File: config.mk
export PLATFORM = sky130hd
export DESIGN_NAME = uart_frame_loader_flat
export DESIGN_NICKNAME = d
export VERILOG_FILES = /design/src/rtl/uart_frame_loader_if.sv /design/src/rtl/uart_frame_loader.sv /design/src/flat_wrapper.sv
export SDC_FILE = /design/constraint.sdc
export NUM_CORES = 1
export LEC_CHECK = 0
export BUFFER_PORTS_ARGS = -buffer_cell sky130_fd_sc_hd__buf_4
export CAP_MARGIN = 10
export CORE_MARGIN = 10
export CORE_UTILIZATION = 58
export DETAILED_ROUTE_END_ITERATION = 16
export PLACE_DENSITY = 0.83
export SLEW_MARGIN = 20
export SYNTH_ARGS = -nofsm -noshare
export SYNTH_HDL_FRONTEND = slang
export SYNTH_SLANG_ARGS = --single-unit
File: constraint.sdc
create_clock -name clk -period 2.1 [get_ports clk]
set_clock_uncertainty 0.1 [all_clocks]
set_input_delay 0.105 -clock clk [delete_from_list [all_inputs] [get_ports clk]]
set_output_delay 0.105 -clock clk [all_outputs]
set_load 0.1 [all_outputs]
File: src/rtl/uart_frame_loader_if.sv
// UART receive line plus frame-buffer write port of uart_frame_loader.
// master = stimulus/consumer side, slave = the loader itself.
interface uart_frame_loader_if #(parameter int AW = 8);
  logic          rx_in;
  logic          wr_en;
  logic [AW-1:0] wr_addr;
  logic [2:0]    wr_data;
  logic          busy;
  logic          frame_done;
  logic          err;

  modport master (output rx_in, input wr_en, wr_addr, wr_data, busy, frame_done, err);
  modport slave  (input rx_in, output wr_en, wr_addr, wr_data, busy, frame_done, err);
endinterface

File: src/rtl/uart_frame_loader.sv
// 8N1 UART receiver + 0xA5-synced frame parser writing 3-bit pixels into the panel frame buffer.
// Optional trailing checksum byte: define UART_FRAME_LOADER_CHECKSUM_EN.
module uart_frame_loader #(
  parameter int CLKS_PER_BIT = 104,
  parameter int ROWS         = 8,
  parameter int COLS         = 32,
  parameter int AW           = $clog2(ROWS*COLS)
) (
  input  logic              clk,
  input  logic              reset,
  uart_frame_loader_if.slave bus
);
  localparam int          NPIX = ROWS*COLS;
  localparam int          CW   = $clog2(CLKS_PER_BIT);
  localparam int          HALF = CLKS_PER_BIT/2;
  localparam logic [7:0]  SYNC = 8'hA5;

  typedef enum logic [1:0] {RX_IDLE, RX_START, RX_DATA, RX_STOP} rx_st_t;
`ifdef UART_FRAME_LOADER_CHECKSUM_EN
  typedef enum logic [1:0] {P_HUNT, P_LOAD, P_DONE, P_CSUM} ps_t;
`else
  typedef enum logic [1:0] {P_HUNT, P_LOAD, P_DONE} ps_t;
`endif

  // [1:0] synchronizer, [2] one extra stage of history for the falling-edge detect
  logic [2:0] r_sync;
  logic       w_rx, w_fall;

  always_ff @(posedge clk or negedge reset)
    if (!reset) r_sync <= 3'b111;
    else        r_sync <= {r_sync[1:0], bus.rx_in};

  assign w_rx   = r_sync[1];
  assign w_fall = r_sync[2] & ~r_sync[1];

  rx_st_t        r_rx_st, w_rx_st_n;
  logic [CW-1:0] r_bcnt, w_bcnt_n;
  logic [2:0]    r_bitn, w_bitn_n;
  logic [7:0]    r_shift, w_shift_n;
  logic          r_rx_vld, w_rx_vld_n;
  logic          r_rx_ferr, w_rx_ferr_n;

  always_ff @(posedge clk or negedge reset)
    if (!reset) begin
      r_rx_st   <= RX_IDLE;
      r_bcnt    <= '0;
      r_bitn    <= '0;
      r_shift   <= '0;
      r_rx_vld  <= 1'b0;
      r_rx_ferr <= 1'b0;
    end else begin
      r_rx_st   <= w_rx_st_n;
      r_bcnt    <= w_bcnt_n;
      r_bitn    <= w_bitn_n;
      r_shift   <= w_shift_n;
      r_rx_vld  <= w_rx_vld_n;
      r_rx_ferr <= w_rx_ferr_n;
    end

  // The detect cycle counts as the first cycle of the half-bit wait.
  always_comb begin
    w_rx_st_n   = r_rx_st;
    w_bcnt_n    = r_bcnt + CW'(1);
    w_bitn_n    = r_bitn;
    w_shift_n   = r_shift;
    w_rx_vld_n  = 1'b0;
    w_rx_ferr_n = 1'b0;
    case (r_rx_st)
      RX_IDLE: begin
        w_bcnt_n = CW'(1);
        if (w_fall) w_rx_st_n = RX_START;
      end
      RX_START:
        if (r_bcnt == CW'(HALF-1)) begin
          w_bcnt_n  = '0;
          w_bitn_n  = '0;
          w_rx_st_n = w_rx ? RX_IDLE : RX_DATA;
        end
      RX_DATA:
        if (r_bcnt == CW'(CLKS_PER_BIT-1)) begin
          w_bcnt_n  = '0;
          w_shift_n = {w_rx, r_shift[7:1]};
          w_bitn_n  = r_bitn + 3'd1;
          if (r_bitn == 3'd7) w_rx_st_n = RX_STOP;
        end
      RX_STOP:
        if (r_bcnt == CW'(CLKS_PER_BIT-1)) begin
          w_rx_vld_n  = w_rx;
          w_rx_ferr_n = ~w_rx;
          w_rx_st_n   = RX_IDLE;
        end
      default: w_rx_st_n = RX_IDLE;
    endcase
  end

  ps_t           r_ps, w_ps_n;
  logic [AW-1:0] r_pcnt, w_pcnt_n;
  logic          r_wr_en, w_wr_en_n;
  logic [AW-1:0] r_wr_addr, w_wr_addr_n;
  logic [2:0]    r_wr_data, w_wr_data_n;
  logic          r_err, w_err_n;
`ifdef UART_FRAME_LOADER_CHECKSUM_EN
  logic [7:0]    r_sum, w_sum_n;

  always_ff @(posedge clk or negedge reset)
    if (!reset) r_sum <= '0;
    else        r_sum <= w_sum_n;
`endif

  always_ff @(posedge clk or negedge reset)
    if (!reset) begin
      r_ps      <= P_HUNT;
      r_pcnt    <= '0;
      r_wr_en   <= 1'b0;
      r_wr_addr <= '0;
      r_wr_data <= '0;
      r_err     <= 1'b0;
    end else begin
      r_ps      <= w_ps_n;
      r_pcnt    <= w_pcnt_n;
      r_wr_en   <= w_wr_en_n;
      r_wr_addr <= w_wr_addr_n;
      r_wr_data <= w_wr_data_n;
      r_err     <= w_err_n;
    end

  always_comb begin
    w_ps_n      = r_ps;
    w_pcnt_n    = r_pcnt;
    w_wr_en_n   = 1'b0;
    w_wr_addr_n = r_wr_addr;
    w_wr_data_n = r_wr_data;
    w_err_n     = 1'b0;
`ifdef UART_FRAME_LOADER_CHECKSUM_EN
    w_sum_n     = r_sum;
`endif
    case (r_ps)
      P_HUNT:
        if (r_rx_vld && r_shift == SYNC) begin
          w_ps_n   = P_LOAD;
          w_pcnt_n = '0;
`ifdef UART_FRAME_LOADER_CHECKSUM_EN
          w_sum_n  = '0;
`endif
        end
      P_LOAD: begin
        if (r_rx_ferr) begin
          w_err_n = 1'b1;
          w_ps_n  = P_HUNT;
        end else if (r_rx_vld) begin
          w_wr_en_n   = 1'b1;
          w_wr_addr_n = r_pcnt;
          w_wr_data_n = r_shift[2:0];
          w_pcnt_n    = r_pcnt + AW'(1);
`ifdef UART_FRAME_LOADER_CHECKSUM_EN
          w_sum_n     = r_sum + r_shift;
          if (r_pcnt == AW'(NPIX-1)) w_ps_n = P_CSUM;
        end
`else
        end else if (r_wr_en && r_wr_addr == AW'(NPIX-1)) begin
          // leave LOAD the cycle after the last strobe so done trails it by one
          w_ps_n = P_DONE;
        end
`endif
      end
`ifdef UART_FRAME_LOADER_CHECKSUM_EN
      P_CSUM:
        if (r_rx_ferr) begin
          w_err_n = 1'b1;
          w_ps_n  = P_HUNT;
        end else if (r_rx_vld) begin
          if (r_shift == r_sum) w_ps_n = P_DONE;
          else begin
            w_err_n = 1'b1;
            w_ps_n  = P_HUNT;
          end
        end
`endif
      P_DONE:  w_ps_n = P_HUNT;
      default: w_ps_n = P_HUNT;
    endcase
  end

  assign bus.wr_en      = r_wr_en;
  assign bus.wr_addr    = r_wr_addr;
  assign bus.wr_data    = r_wr_data;
  assign bus.err        = r_err;
  assign bus.frame_done = (r_ps == P_DONE);
`ifdef UART_FRAME_LOADER_CHECKSUM_EN
  assign bus.busy       = (r_ps == P_LOAD) || (r_ps == P_CSUM);
`else
  assign bus.busy       = (r_ps == P_LOAD);
`endif
endmodule

File: src/flat_wrapper.sv
// flat-port wrapper written by rule: the top's interface ports become plain ports
module uart_frame_loader_flat 
#(
  parameter int CLKS_PER_BIT = 104,
  parameter int ROWS         = 8,
  parameter int COLS         = 32,
  parameter int AW           = $clog2(ROWS*COLS)
)
  (clk, reset, bus_rx_in, bus_wr_en, bus_wr_addr, bus_wr_data, bus_busy, bus_frame_done, bus_err);
  uart_frame_loader_if #(.AW(AW)) bus_i ();
  input  logic clk;
  input  logic reset;
  input wire logic [$bits(bus_i.rx_in)-1:0] bus_rx_in;
  output wire logic [$bits(bus_i.wr_en)-1:0] bus_wr_en;
  output wire logic [$bits(bus_i.wr_addr)-1:0] bus_wr_addr;
  output wire logic [$bits(bus_i.wr_data)-1:0] bus_wr_data;
  output wire logic [$bits(bus_i.busy)-1:0] bus_busy;
  output wire logic [$bits(bus_i.frame_done)-1:0] bus_frame_done;
  output wire logic [$bits(bus_i.err)-1:0] bus_err;
  assign bus_i.rx_in = bus_rx_in;
  assign bus_wr_en = bus_i.wr_en;
  assign bus_wr_addr = bus_i.wr_addr;
  assign bus_wr_data = bus_i.wr_data;
  assign bus_busy = bus_i.busy;
  assign bus_frame_done = bus_i.frame_done;
  assign bus_err = bus_i.err;
  uart_frame_loader #(.CLKS_PER_BIT(CLKS_PER_BIT), .ROWS(ROWS), .COLS(COLS), .AW(AW)) u_core (.clk(clk), .reset(reset), .bus(bus_i));
endmodule
## Word-level counts from Yosys, hierarchy flattened

Cells that the tools add are included.
W data, S select, Z words.

- Add/sub/neg operators: 3
- Equal/unequal tests: 20
- Muxes and demuxes: 31
- Bitwise logic cells: 3
- Reductions and logical operators: 12

Operator list:

| kind | number |
|---|---|
| $mux W8 | 3 |
| $pmux W7 S3 | 1 |
| $mux W2 | 10 |
| $eq A8 B8 Y1 const B | 2 |
| $pmux W8 S2 | 1 |
| $mux W7 | 2 |
| $ne A2 B1 Y1 const B | 7 |
| $mux W1 | 9 |
| $reduce_and A3 Y1 | 3 |
| $add A8 B1 Y8 const B | 1 |
| $pmux W2 S4 | 1 |
| $add A7 B1 Y7 const B | 1 |
| $eq A7 B6 Y1 const B | 1 |
| $eq A7 B7 Y1 const B | 1 |
| $eq A2 B2 Y1 const B | 3 |
| $mux W3 | 2 |
| $pmux W3 S2 | 1 |
| $reduce_and A5 Y1 | 1 |
| $eq A2 B1 Y1 const B | 2 |
| $logic_not A2 Y1 | 2 |
| $pmux W2 S2 | 1 |
| $reduce_and A4 Y1 | 1 |
| $reduce_bool A2 Y1 | 2 |
| $add A3 B1 Y3 const B | 1 |
| 8 further kinds | 10 |

- Flip-flop bits (word level): 48
- Input port bits: 3
- Output and inout port bits: 15
- Word-level logic and storage cells: 82

## Logic depth before layout (Yosys ltp)

- Word-level depth: 6
- Depth in mapped cells: 8
- Gate-level depth less buffers: 7

## Least setup slack after synthesis

No wires, ideal clock.

- Path type: reg2out
- Start: reg u_core.r_ps[0]
- End: out bus_frame_done
- Data arrival time: 1759 ps
- Data required time: 1895 ps
- Path slack: 136 ps
- Stages on the path, launching flop included: 2
- Buffers on the path: 0
- Path through: dfrtp_1 nor2b_1

- Cells in the longest elaborated chain, start to end: 1

Ends and longest elaborated chain:

| what | RTL line | RTL |
|---|---|---|
| start: declaration | uart_frame_loader.sv:96 | `ps_t r_ps, w_ps_n;` |
| start signal: assignment | uart_frame_loader.sv:119 | `r_ps <= w_ps_n;` |
| $eq A2 B2 Y1 | uart_frame_loader.sv:188 | `assign bus.frame_done = (r_ps == P_DONE);` |
| end: declaration | flat_wrapper.sv:18 | `output wire logic [$bits(bus_i.frame_done)-1:0] bus_frame_done;` |

No other way between the ends.

## Final worst setup path

- Start: reg u_core.r_ps[1]
- End: reg u_core.r_pcnt[4]

- Cells in the longest elaborated chain, start to end: 3
- Elaborated cells between the ends (all ways): 8
- Those cells by class: 4 x eq/ne; 1 x mux; 3 x reduce/logical

Ends and longest elaborated chain:

| what | RTL line | RTL |
|---|---|---|
| $eq A2 B1 Y1 or $logic_not A2 Y1 (tied branches) | uart_frame_loader.sv:137 | `case (r_ps)` |
| $ne A2 B1 Y1 (no line) (tied with other cells) | -- |  |
| $reduce_and A4 Y1 (no line) | -- |  |
| end signal: assignment | uart_frame_loader.sv:120 | `r_pcnt <= w_pcnt_n;` |
| end: declaration | uart_frame_loader.sv:97 | `logic [AW-1:0] r_pcnt, w_pcnt_n;` |

Several ways; a longest one is shown, not always the timed one.
A chain may end at the register's enable or synchronous reset.

==> results.sh <==
export IMPL_slowest_stage="inv_1"
export IMPL_dp_hpwl_um=2842
export IMPL_r2r_setup_slack_ns=0.16
export IMPL_p_comb_share_pct=8.8
export IMPL_r2r_cells=7
export IMPL_cts_buffer_depth=2
export IMPL_gp_congestion=0.8432
export IMPL_wl_um=3988
export IMPL_p_leak_nw=1.268
export IMPL_r2r_end="u_core.r_pcnt[4]$_DFFE_PN0P_"
export IMPL_crit_family="buffers and inverters"
export IMPL_drt_vias_per_instance=5.566
export IMPL_yosys_top_cells_count="45 x dfrtp_1, 44 x nand2_1, 16 x nor2_1"
export IMPL_design_die_area_mm2=0.006624
export IMPL_yosysMostFrequentCell="dfrtp_1"
export IMPL_ir_drop_v=0.0005083
export IMPL_dp_cells=270
export IMPL_power_internal_mw=1.530
export IMPL_crit_path_end_kind="flip-flop"
export IMPL_grt_use_total_pct=13.81
export IMPL_fmax_mhz=515.7
export IMPL_finalSetupViolCount=0
export IMPL_syn_to_final_growth_pct=14.54
export IMPL_syn_area_mm2=0.002186
export IMPL_seq_area_frac_synth_pct=55.12
export IMPL_hold_ws_ns=0.2440
export IMPL_synth_largest_area_cell="dfrtp_1"
export IMPL_antenna_found_initial=0
export IMPL_post_route_util_pct=68.39
export IMPL_synth_cell_types=45
export IMPL_grt_max_degree=49
export IMPL_drv_slew=0
export IMPL_postCtsHoldBufs=2
export IMPL_wl_per_cell_um=14.29
export IMPL_final_cell_count_no_fill=279
export IMPL_synth_ff_type="dfrtp_1"
export IMPL_clock_sinks=48
export IMPL_synth_seq_cells=48
export IMPL_synth_edf_count=0
export IMPL_worst_path_most_repeated_cell="o21ai_0"
export IMPL_cp_max_fo=18
export IMPL_cts_buffers=5
export IMPL_gr_total_overflow=0
export IMPL_pwr_share_seq_pct=53.3
export IMPL_timing_rr_start="u_core.r_ps[1]$_DFFE_PN0P_"
export IMPL_crit_buf_inv=2
export IMPL_tightest_slew_ns=0.5712
export IMPL_rsz0062_at_grt="no"
export IMPL_timing_hold_violations_final=0
export IMPL_power_per_cell_area_mw_per_mm2=793.7
export IMPL_async_flop_share_pct=100.0
export IMPL_worstPathRequired_ns=2.19
export IMPL_drtAntennaViolNets=0
export IMPL_switching_share_pct=23.02
export IMPL_cts_tree="built"
export IMPL_drcViolationCount=0
export IMPL_final_nets=238
export IMPL_fp_dieW_um=81.39
export IMPL_rows=22
export IMPL_dr_pass1_iters=4
export IMPL_outcome="completed"
export IMPL_yosysWarnings=0
export IMPL_clkPwrFrac_pct=38.0
export IMPL_setup_tns_ns=0
export IMPL_synth_area_per_cell_um2=10.36
export IMPL_first_global_vias=1562
export IMPL_yosys_area_top_type_share_pct=51.52
export IMPL_synthesis_nets=218
export IMPL_syn_inst=211
export IMPL_clock_latency_ns=0.30
export IMPL_grt_pass1_wl_um=7182
export IMPL_drtIter0Drc=124
export IMPL_cts_max_level=2
export IMPL_initial_utilization_pct=59.71
export IMPL_dieHeight_um=81.39
export IMPL_cts_repair_resize_count=0
export IMPL_p_sw_mw=0.4574
export IMPL_cpPeakStageDelay_ns=0.44
export IMPL_cp_arrival_ns=2.03
export IMPL_cp_start_kind="flip-flop"
export IMPL_io_buffers=17
export IMPL_cts_root_buffer="clkbuf_8"
export IMPL_synth_area_leaders="dfrtp_1 52%, nand2_1 7.6%, dfstp_2 3.6%, mux2_2 3.6%, nor2_1 2.7%"
export IMPL_hold_class="in2async"
export IMPL_maxSlewHeadroom_pct=61.92
export IMPL_clkTransAtPathRegs_ns=0.09
export IMPL_max_cap_violations=0
export IMPL_ios=18
export IMPL_n_antenna_cell=0
export IMPL_path_cells="nand2b_4 > inv_2 > nand3b_4 > inv_1 > o22ai_1 > o21ai_0 > o21ai_0"
export IMPL_postCtsSetupBuffers=0
export IMPL_via_count=1553
export IMPL_core_mm2=0.003661
export IMPL_period_minus_slack_ns=1.939
export IMPL_drive_gt1_share_pct=19.91
export IMPL_path_class="reg2reg"
export IMPL_total_power_mw=1.987
export IMPL_fin_crit_sh_pct=92.35
## registers in the layout, indices dropped and copies added, names as in the netlist, named ones only
register            flops
u_core.r_shift          8
u_core.r_rx_ferr        1
u_core.r_bitn           3
u_core.bus.err          1
u_core.r_sync           3
u_core.bus.wr_addr      8
u_core.r_pcnt           8
u_core.r_bcnt           7
u_core.r_ps             2
u_core.bus.wr_en        1
u_core.r_rx_vld         1
u_core.bus.wr_data      3
u_core.r_rx_st          1
## placed cells by master (no fill, tap or decap), drive strengths merged, types with 2 or more instances in the layout
cell type,synthesis,routed
mux2,7,7
nand3b,2,2
dfstp,3,3
dlygate4sd3,0,2
nand3,7,7
o22ai,3,3
nand4,3,3
nand2,44,44
a21o,2,2
or4,2,2
and3,2,2
bufinv,0,2
nand2b,4,4
a21oi,8,8
inv,5,5
xor2,2,2
xnor2,3,3
and2,4,4
dfrtp,45,45
nor3,6,6
nor2b,3,3
nor4b,3,3
ha,4,4
clkbuf,3,5
a31oi,3,3
o21a,2,2
nor2,16,16
mux2i,3,3
o21ai,4,4
buf,6,20
nand4bb,2,2
## cell families (layout without fill, tap and decap cells)
logic type               count (synthesis)  in the layout  share of synthesized area (%)
AND/OR/NAND/NOR                        101            101                          23.93
flip-flops                              48             48                          55.12
AO/OA/AOI/OAI                           29             29                          8.930
buffers and inverters                   14             34                          2.747
multiplexers                            10             10                          4.980
XOR/XNOR                                 5              5                          2.004
adder cells (fa/ha/maj)                  4              4                          2.290
## worst max path at each step
stage | to | from | cells after the start
final | u_core.r_pcnt[4]$_DFFE_PN0P_ | u_core.r_ps[1]$_DFFE_PN0P_ | 7
after global routing | u_core.r_pcnt[4]$_DFFE_PN0P_ | u_core.r_ps[1]$_DFFE_PN0P_ | 7
after CTS | u_core.r_pcnt[4]$_DFFE_PN0P_ | u_core.r_ps[1]$_DFFE_PN0P_ | 7
after detailed placement | u_core.r_pcnt[4]$_DFFE_PN0P_ | u_core.r_ps[1]$_DFFE_PN0P_ | 7
after global placement | u_core.r_pcnt[4]$_DFFE_PN0P_ | u_core.r_ps[1]$_DFFE_PN0P_ | 7
after floorplan | bus_frame_done | u_core.r_ps[0]$_DFFE_PN0P_ | 1
## metal layers
layer  vias to the layer above  wire length [um]  global-route usage [%]
met5                         -                 0                       0
met4                         0                68                   5.709
met3                         7               192                   5.408
met2                        31              1869                   21.01
met1                       749              1857                   17.15
li1                        766                 -                       -
## worst reg2reg max path, delay by kind of cell (launching register included)
family	cells	cell delay, ns
buf+inv	2	0.54
compound gates	3	0.42
flops	1	0.41
simple gates	2	0.37
## final cells by class
cell class,count,area [um^2]
multi-input cells,149,920.9
flip-flops and latches,48,1205
repair buffers,22,170.2
fillers,301,1157
well taps,48,60.06
clock inverters,2,60.06
inverters,5,18.77
clock buffers,5,68.82
## power by group through the flow
stage	combinational [mW]	clock [mW]	sequential, mW
after global routing	0.201	0.811	1.07
after floorplan	0.178	0	1.02
after detailed placement	0.173	0	1.07
after global placement	0.171	0	1.07
after CTS	0.176	0.765	1.06
final	0.175	0.754	1.06
## stage by stage
step / instance area (um^2) / worst slack, ns
floorplan: 2186 / 0.1356
global placement: 2355 / 0.2131
detailed placement: 2355 / 0.1978
CTS: 2504 / 0.1860
global route: 2504 / 0.01181
finish: 2504 / 0.1607
Note: power is estimated with default switching activity, not from simulation.
